$ cat src/rtl/sensor_frontend.sv
// sensor_frontend: conditions the board-side sensor pins for the smart-home
// controller. Each raw binary sensor is synchronized and debounced. The fire
// alarm asserts without delay but still debounces its release. A bit-strobed
// serial receiver delivers a validated 7-bit temperature word on ST.
//
// Receiver states
//   state  | meaning
//   S_IDLE | line idle, waiting for a strobed start bit (ts_data == 0)
//   S_DATA | shifting in 7 payload bits, MSB first
//   S_STOP | expecting the stop bit; 1 commits ST, 0 discards the frame
module sensor_frontend #(
  parameter int         DEB_CYCLES = 4,
  parameter logic [6:0] TEMP_RST   = 7'd25
) (
  input  logic       Clk,
  input  logic       Rst,
  input  logic       raw_fd,
  input  logic       raw_rd,
  input  logic       raw_w,
  input  logic       raw_fa,
  input  logic       ts_bit_en,
  input  logic       ts_data,
  output logic       SFD,
  output logic       SRD,
  output logic       SW,
  output logic       SFA,
  output logic [6:0] ST,
  output logic       st_upd,
  output logic       frame_err
);

  localparam int            CW       = $clog2(DEB_CYCLES);
  localparam logic [CW-1:0] CNT_LAST = CW'(DEB_CYCLES - 1);
  localparam int            FA       = 3;

  typedef enum logic [1:0] {
    S_IDLE = 2'd0,
    S_DATA = 2'd1,
    S_STOP = 2'd2
  } rx_state_t;

  // Bit order in the sensor vectors: 0 front door, 1 rear door, 2 window, 3 fire alarm.
  logic [3:0]    w_raw;
  logic [3:0]    r_sync1;
  logic [3:0]    r_sync2;
  logic [3:0]    r_deb;
  logic [CW-1:0] r_cnt [4];

  rx_state_t     r_state;
  rx_state_t     w_state_nxt;
  logic [2:0]    r_bitcnt;
  logic [2:0]    w_bitcnt_nxt;
  logic [6:0]    r_shift;
  logic [6:0]    w_shift_nxt;
  logic          w_load;
  logic          w_err;
  logic [6:0]    r_st;
  logic          r_upd;
  logic          r_err;

  assign w_raw = {raw_fa, raw_w, raw_rd, raw_fd};

  // Two-flop synchronizers for the asynchronous sensor pins.
  always_ff @(posedge Clk or negedge Rst) begin
    if (!Rst) begin
      r_sync1 <= '0;
      r_sync2 <= '0;
    end else begin
      r_sync1 <= w_raw;
      r_sync2 <= r_sync1;
    end
  end

  // Debounce: an output follows its synchronized input only after DEB_CYCLES
  // consecutive disagreeing cycles; the fire alarm sets immediately instead.
  always_ff @(posedge Clk or negedge Rst) begin
    if (!Rst) begin
      r_deb <= '0;
      for (int i = 0; i < 4; i++) begin
        r_cnt[i] <= '0;
      end
    end else begin
      for (int i = 0; i < 4; i++) begin
        if (i == FA && r_sync2[i]) begin
          r_deb[i] <= 1'b1;
          r_cnt[i] <= '0;
        end else if (r_sync2[i] == r_deb[i]) begin
          r_cnt[i] <= '0;
        end else if (r_cnt[i] == CNT_LAST) begin
          r_deb[i] <= r_sync2[i];
          r_cnt[i] <= '0;
        end else begin
          r_cnt[i] <= r_cnt[i] + CW'(1);
        end
      end
    end
  end

  // Receiver state register.
  always_ff @(posedge Clk or negedge Rst) begin
    if (!Rst) begin
      r_state  <= S_IDLE;
      r_bitcnt <= '0;
      r_shift  <= '0;
    end else begin
      r_state  <= w_state_nxt;
      r_bitcnt <= w_bitcnt_nxt;
      r_shift  <= w_shift_nxt;
    end
  end

  // Receiver next-state logic; nothing moves unless the bit strobe is high.
  always_comb begin
    w_state_nxt  = r_state;
    w_bitcnt_nxt = r_bitcnt;
    w_shift_nxt  = r_shift;
    w_load       = 1'b0;
    w_err        = 1'b0;
    if (ts_bit_en) begin
      case (r_state)
        S_IDLE: begin
          if (!ts_data) begin
            w_state_nxt  = S_DATA;
            w_bitcnt_nxt = '0;
          end
        end
        S_DATA: begin
          w_shift_nxt  = {r_shift[5:0], ts_data};
          w_bitcnt_nxt = r_bitcnt + 3'd1;
          if (r_bitcnt == 3'd6) begin
            w_state_nxt = S_STOP;
          end
        end
        S_STOP: begin
          // The stop strobe only closes the frame; it never doubles as a start bit.
          w_state_nxt = S_IDLE;
          if (ts_data) begin
            w_load = 1'b1;
          end else begin
            w_err = 1'b1;
          end
        end
        default: w_state_nxt = S_IDLE;
      endcase
    end
  end

  // Temperature holding register and the registered one-cycle status pulses.
  always_ff @(posedge Clk or negedge Rst) begin
    if (!Rst) begin
      r_st  <= TEMP_RST;
      r_upd <= 1'b0;
      r_err <= 1'b0;
    end else begin
      r_upd <= w_load;
      r_err <= w_err;
      if (w_load) begin
        r_st <= r_shift;
      end
    end
  end

  assign SFD       = r_deb[0];
  assign SRD       = r_deb[1];
  assign SW        = r_deb[2];
  assign SFA       = r_deb[FA];
  assign ST        = r_st;
  assign st_upd    = r_upd;
  assign frame_err = r_err;

endmodule

$ cat config.mk
export PLATFORM = sky130hd
export DESIGN_NAME = sensor_frontend
export DESIGN_NICKNAME = d
export VERILOG_FILES = /design/src/rtl/sensor_frontend.sv
export SDC_FILE = /design/constraint.sdc
export NUM_CORES = 1
export LEC_CHECK = 0
export CORE_ASPECT_RATIO = 1.4
export CORE_UTILIZATION = 57
export DETAILED_ROUTE_END_ITERATION = 10
export PLACE_DENSITY_LB_ADDON = 0.08
export SYNTH_ARGS = -nofsm -noshare
export SYNTH_HDL_FRONTEND = slang
export SYNTH_SLANG_ARGS = --single-unit
$ cat constraint.sdc
create_clock -name Clk -period 2.6 [get_ports Clk]
set_input_delay 0.52 -clock Clk [delete_from_list [all_inputs] [get_ports Clk]]
set_output_delay 0.52 -clock Clk [all_outputs]
set_load 0.03 [all_outputs]
==> results_dict.tcl, run 1 <==
set metrics [dict create \
    finalCriticalPeriod_ns 2.07 \
    powerDensity_nw_per_um2 1080 \
    cts_buffer_depth 2 \
    maxSlewViolCount 0 \
    path_class "register to output pin" \
    slowest_delay_ns 0.67 \
    swShare_pct 31.2 \
    hold_viol 0 \
    combPwrFrac_pct 32.4 \
    start_kind "register" \
    drt_iter0_markers 4 \
    grt-ovfl-total 0 \
    holdBufCountCts 0 \
    row_count 22 \
    p_int_mw 1.42 \
    synth_seq_area_share_pct 64.6 \
    synth_area_leader_cell "dfrtp_1" \
    ys_types 22 \
    grt_usage_pct 19.5 \
    vias_per_cell 5.22 \
    setup_viol 0 \
    cts_buffers 5 \
    syn_area_sq_um 1590 \
    netlist_top_cells_area "dfrtp_1 60%, mux2_2 7.1%, mux2_4 6.6%" \
    cap_violations 0 \
    cp_data_required_time_ns 2.08 \
    worstSetupEndpointType "output pin" \
    rr_endpoint "r_shift[2]$_DFFE_PN0P_" \
    power_frac_clock_pct 19.0 \
    worst_slack_ns 0.530 \
    critical_path.cell_chain "clkdlybuf4s50_1" \
    core_area_sq_um 2640 \
    io_buffers 20 \
    vdd_drop_max_uv 673 \
    cpMaxStageDelayCell "clkdlybuf4s50_1" \
    pwr-share-seq_pct 48.5 \
    cp.buffers_inverters 1 \
    drt-total-wl_um 2320 \
    min_period_over_period_pct 79.6 \
    crit_family "buffers and inverters" \
    use_met1_pct 20.0 \
    relSlewSlack_pct 43.1 \
    ant_nets 0 \
    root_buffer "clkbuf_4" \
    grt-busiest-layer "met2" \
    synth_ff_type "dfrtp_1" \
    cts_tree "built" \
    clock_skew_ns 0.0137 \
    path_max_fanout 2 \
    first_global_vias 921 \
    r2r_cells 3 \
    fmax_mhz 483 \
    avgRoutedWirePerCell_um 13.9 \
    whs_ns 0.267 \
    synth-edff-count 0 \
    synth_most_common_cell "dfrtp_1" \
    async_flop_share_pct 100 \
    synth_nets 117 \
    routabilityCongestion 0.652 \
    met2_usage_pct 32.8 \
    pin_count 21 \
    drive_above_1_share_pct 23.8 \
    place_inst 158 \
    netlist_instances 102 \
    ff2ff_setup_slack_ns 1.36 \
    clkSinkCount 41 \
    syn_avg_cell_area_sq_um 15.6 \
    arrival_ns 1.55 \
    rsz0062_at_grt "false" \
    yosys.area.top_type_share_pct 59.7 \
    h-tree-depth 2 \
    synth_seq_cells 41 \
    hold_path.class "input port to asynchronous set/reset pin" \
    fin_area_sq_um 1910 \
    netlist_top_cells_count "38 x dfrtp_1, 10 x mux2_2, 7 x ha_1, 7 x mux2_4" \
    hpwl_um 1660 \
    antenna_found_initial 0 \
    finalNetCount 144 \
    stdcell_count 166 \
    power_leakage_nw 0.916 \
    die-area_sq_um 3020 \
    clock_latency_ns 0.34 \
    grt_pass1_wl_um 4010 \
    p_sw_mw 0.644 \
    status "complete, no violations" \
    die_x_um 46.7 \
    start_util_pct 60.3 \
    dp_slack_ns 0.703 \
    cts.clk_slew.worst_paths_ns 0.12 \
    vias 867 \
    grtUsageMet3_pct 8.36 \
    ctsResizeCount 0 \
    r2r-start "r_state[1]$_DFFE_PN0P_" \
    cts_setup_buffers 0 \
    antenna_cells 0 \
    drc 0 \
    place_area_sq_um 1830 \
    dr.pass1.iters 3 \
    area_growth_pct 19.9 \
    finalSetupTns_ns 0 \
    worst_pin_slew_ns 0.854 \
    fp.dieH_um 64.6 \
    grt_max_degree 42 \
    synth_warnings 0 \
]
==> state kept, by name, summed over array words and instances (netlist names) <==
signal / count
r_state: 2
ST: 7
r_cnt: 8
frame_err: 1
r_deb: 4
st_upd: 1
r_sync1: 4
r_shift: 7
r_sync2: 4
r_bitcnt: 3
==> area by class of cell <==
type                            count  area, sq um
Tap cell                           36         45.0
Clock buffer                        6         41.3
Multi-Input combinational cell     56          546
Timing Repair Buffer               20          195
Clock inverter                      2         35.0
Inverter                            5         18.8
Fill cell                         191          732
Sequential cell                    41         1030
==> metal layers <==
layer,vias to the layer above,wire [um]
met2,17,1280
met1,435,905
met5,-,0
met4,0,49
met3,6,83
li1,409,-
==> cell families (layout without fill, tap and decap cells) <==
logic type | after synthesis | count (layout) | share of synthesized area (%)
AOI/OAI and AO/OA | 10 | 10 | 4.16
xor gates and xnor gates | 3 | 3 | 1.65
adders and majority gates | 7 | 7 | 5.49
muxes | 17 | 17 | 13.7
and+or+nand+nor | 19 | 19 | 9.26
buffers and inverters | 5 | 33 | 1.18
DFF | 41 | 41 | 64.6
==> worst max path at each step <==
stage	startpoint	cells after the start	slack (ns)	end
detailed placement	ts_bit_en	4	0.70	r_shift[5]$_DFFE_PN0P_
finish	ST[4]$_DFFE_PN1P_	1	0.53	ST[4]
floorplan	ts_bit_en	3	1.39	r_shift[0]$_DFFE_PN0P_
CTS	ST[4]$_DFFE_PN1P_	1	0.51	ST[4]
global route	ST[4]$_DFFE_PN1P_	1	0.46	ST[4]
global placement	ts_bit_en	4	0.75	r_shift[1]$_DFFE_PN0P_
==> metrics by stage <==
| stage | util, % | power (mW) |
|---|---|---|
| 2_1_floorplan | - | 1.46 |
| 3_3_place_gp | 69.4 | 1.65 |
| 3_5_place_dp | 69.4 | 1.70 |
| 4_1_cts | 72.3 | 2.09 |
| 5_1_grt | 72.3 | 2.20 |
| 6_report | 72.3 | 2.06 |
==> power by group through the flow <==
stage	logic, mW	clock network [mW]	registers, mW
after floorplan	0.362	0	1.10
after global placement	0.649	0	1.00
after detailed placement	0.683	0	1.01
after CTS	0.682	0.407	1.00
after global routing	0.725	0.438	1.03
final	0.669	0.393	1.00
==> cell usage in the layout (no fill, tap or decap) <==
cell type,Yosys,final
buf_2,0,1
mux2_2,10,10
clkbuf_4,0,5
mux2_4,7,7
nand2b_1,4,4
a22o_1,1,1
ha_1,7,7
nand4b_4,1,1
and3_1,1,1
inv_1,5,5
nor3_1,3,3
o21ai_0,4,4
o2bb2ai_1,2,2
bufinv_16,0,1
nor4b_1,2,2
clkdlybuf4s50_1,0,19
nand2_1,1,1
xnor2_1,3,3
dfstp_2,3,3
dfrtp_1,38,38
o41ai_1,1,1
o22ai_1,1,1
a21oi_1,1,1
clkbuf_1,0,1
nand2_4,1,1
clkinv_2,0,1
nor2b_1,5,5
nor2b_4,1,1
(Power assumes the default switching activity.)
==> inputs of run 2 (changes only) <==
Settings changed: CORE_UTILIZATION 57 to 48.
Clock period 2.6 ns to 1.9 ns, I/O delays scaled along.
==> results_dict.tcl, run 2 (synthesis gave the netlist of run 1 again) <==
set metrics [dict create \
    p_int_mw 1.96 \
    maxSlewViolCount 0 \
    pwr-share-seq_pct 48.3 \
    fp.dieH_um 70.2 \
    place_inst 162 \
    cts_tree "built" \
    clkSinkCount 41 \
    start_kind "register" \
    hold_path.class "input port to asynchronous set/reset pin" \
    finalSetupTns_ns 0 \
    path_max_fanout 2 \
    vias 872 \
    ant_nets 0 \
    cpMaxStageDelayCell "clkdlybuf4s50_1" \
    powerDensity_nw_per_um2 1460 \
    finalCriticalPeriod_ns 1.86 \
    grt-ovfl-total 0 \
    grt_usage_pct 15.6 \
    cp.buffers_inverters 1 \
    stdcell_count 170 \
    clock_skew_ns 0.00391 \
    antenna_cells 0 \
    cts_buffers 5 \
    drive_above_1_share_pct 23.7 \
    crit_family "buffers and inverters" \
    io_buffers 20 \
    vias_per_cell 5.13 \
    area_growth_pct 21.6 \
    worstSetupEndpointType "output pin" \
    status "complete, no violations" \
    hold_viol 0 \
    cts_setup_buffers 0 \
    vdd_drop_max_uv 839 \
    final_util_pct 61.5 \
    slowest_delay_ns 0.67 \
    first_global_vias 950 \
    finalNetCount 145 \
    arrival_ns 1.48 \
    final_common_cell "dfrtp_1" \
    whs_ns 0.139 \
    power_frac_clock_pct 19.6 \
    cap_violations 0 \
    h-tree-depth 2 \
    ctsResizeCount 0 \
    layout_common_cells "38 x dfrtp_1, 18 x clkdlybuf4s50_1, 10 x mux2_2, 7 x mux2_4, 7 x ha_1" \
    clock_latency_ns 0.28 \
    pin_count 21 \
    rsz0062_at_grt "false" \
    path_class "register to output pin" \
    die_x_um 50.7 \
    grt_max_degree 42 \
    cp_data_required_time_ns 1.52 \
    antenna_found_initial 0 \
    cts_buffer_depth 2 \
    combPwrFrac_pct 32.1 \
    top_register "r_cnt" \
    core_area_sq_um 3150 \
    cts.clk_slew.worst_paths_ns 0.07 \
    drt-total-wl_um 2250 \
    grt_pass1_wl_um 4070 \
    fmax_mhz 538 \
    fin_total_pwr_mw 2.84 \
    largest_register_ffs 8 \
    hpwl_um 1610 \
    dr.pass1.iters 3 \
    setup_viol 0 \
    row_count 24 \
    drt_iter0_markers 24 \
    holdBufCountCts 0 \
    avgRoutedWirePerCell_um 13.2 \
    p_sw_mw 0.875 \
    routabilityCongestion 0.710 \
    critical_path.cell_chain "clkdlybuf4s50_1" \
    power_leakage_nw 0.941 \
    root_buffer "clkbuf_8" \
    die-area_sq_um 3560 \
    min_period_over_period_pct 97.9 \
    relSlewSlack_pct 67.2 \
    swShare_pct 30.8 \
    worst_pin_slew_ns 0.492 \
    start_util_pct 50.6 \
    drc 0 \
]
-- run 2: cell count changes in the layout (fill, tap and decap cells not counted), sizes merged --
cell / delta
clkbuf: +2
buf: +1
bufinv: -1
clkdlybuf4s50: -1
clkinv: -1
dlymetal6s2s: +1
-- run 2: power by group through the flow --
| stage | clock network [mW] | registers, mW | logic (mW) |
|---|---|---|---|
| after floorplan | 0 | 1.50 | 0.495 |
| after global placement | 0 | 1.37 | 0.893 |
| after detailed placement | 0 | 1.39 | 0.929 |
| after CTS | 0.586 | 1.37 | 0.926 |
| after global routing | 0.606 | 1.42 | 1.01 |
| final | 0.556 | 1.37 | 0.911 |
-- run 2: final timing paths --
kind | from | to | slack, ns | cells after the start
min reg2reg | r_sync1[2]$_DFF_PN0_ | r_sync2[2]$_DFF_PN0_ | 0.35 | 0
max | ST[3]$_DFFE_PN1P_ | ST[3] | 0.04 | 1
min | Rst | r_cnt[7]$_DFF_PN0_ | 0.14 | 2
min in group Clk | r_sync1[2]$_DFF_PN0_ | r_sync2[2]$_DFF_PN0_ | 0.35 | 0
max in group asynchronous | Rst | ST[0]$_DFFE_PN1P_ | 1.39 | 2
max reg2reg | r_state[1]$_DFFE_PN0P_ | r_shift[1]$_DFFE_PN0P_ | 0.66 | 3
-- run 2: metrics by stage --
stage,area (sq um),worst slack [ns]
after floorplan,1590,0.744
after detailed placement,1850,0.148
after global routing,1940,0.00266
final,1940,0.0407
after global placement,1850,0.192
after CTS,1940,0.0177
-- run 2: final cells by class --
| class | count | area (sq um) |
|---|---|---|
| Sequential cell | 41 | 1030 |
| Clock buffer | 8 | 90.1 |
| Multi-Input combinational cell | 56 | 546 |
| Tap cell | 39 | 48.8 |
| Inverter | 5 | 18.8 |
| Timing Repair Buffer | 21 | 205 |
| Fill cell | 261 | 1210 |
-- run 2: per-layer routing --
layer,track usage [%],vias to the layer above,routed length [um]
met5,0,-,0
met4,7.41,0,50
met3,4.79,6,101
met2,26.1,18,1160
met1,17.9,437,938
li1,-,411,-
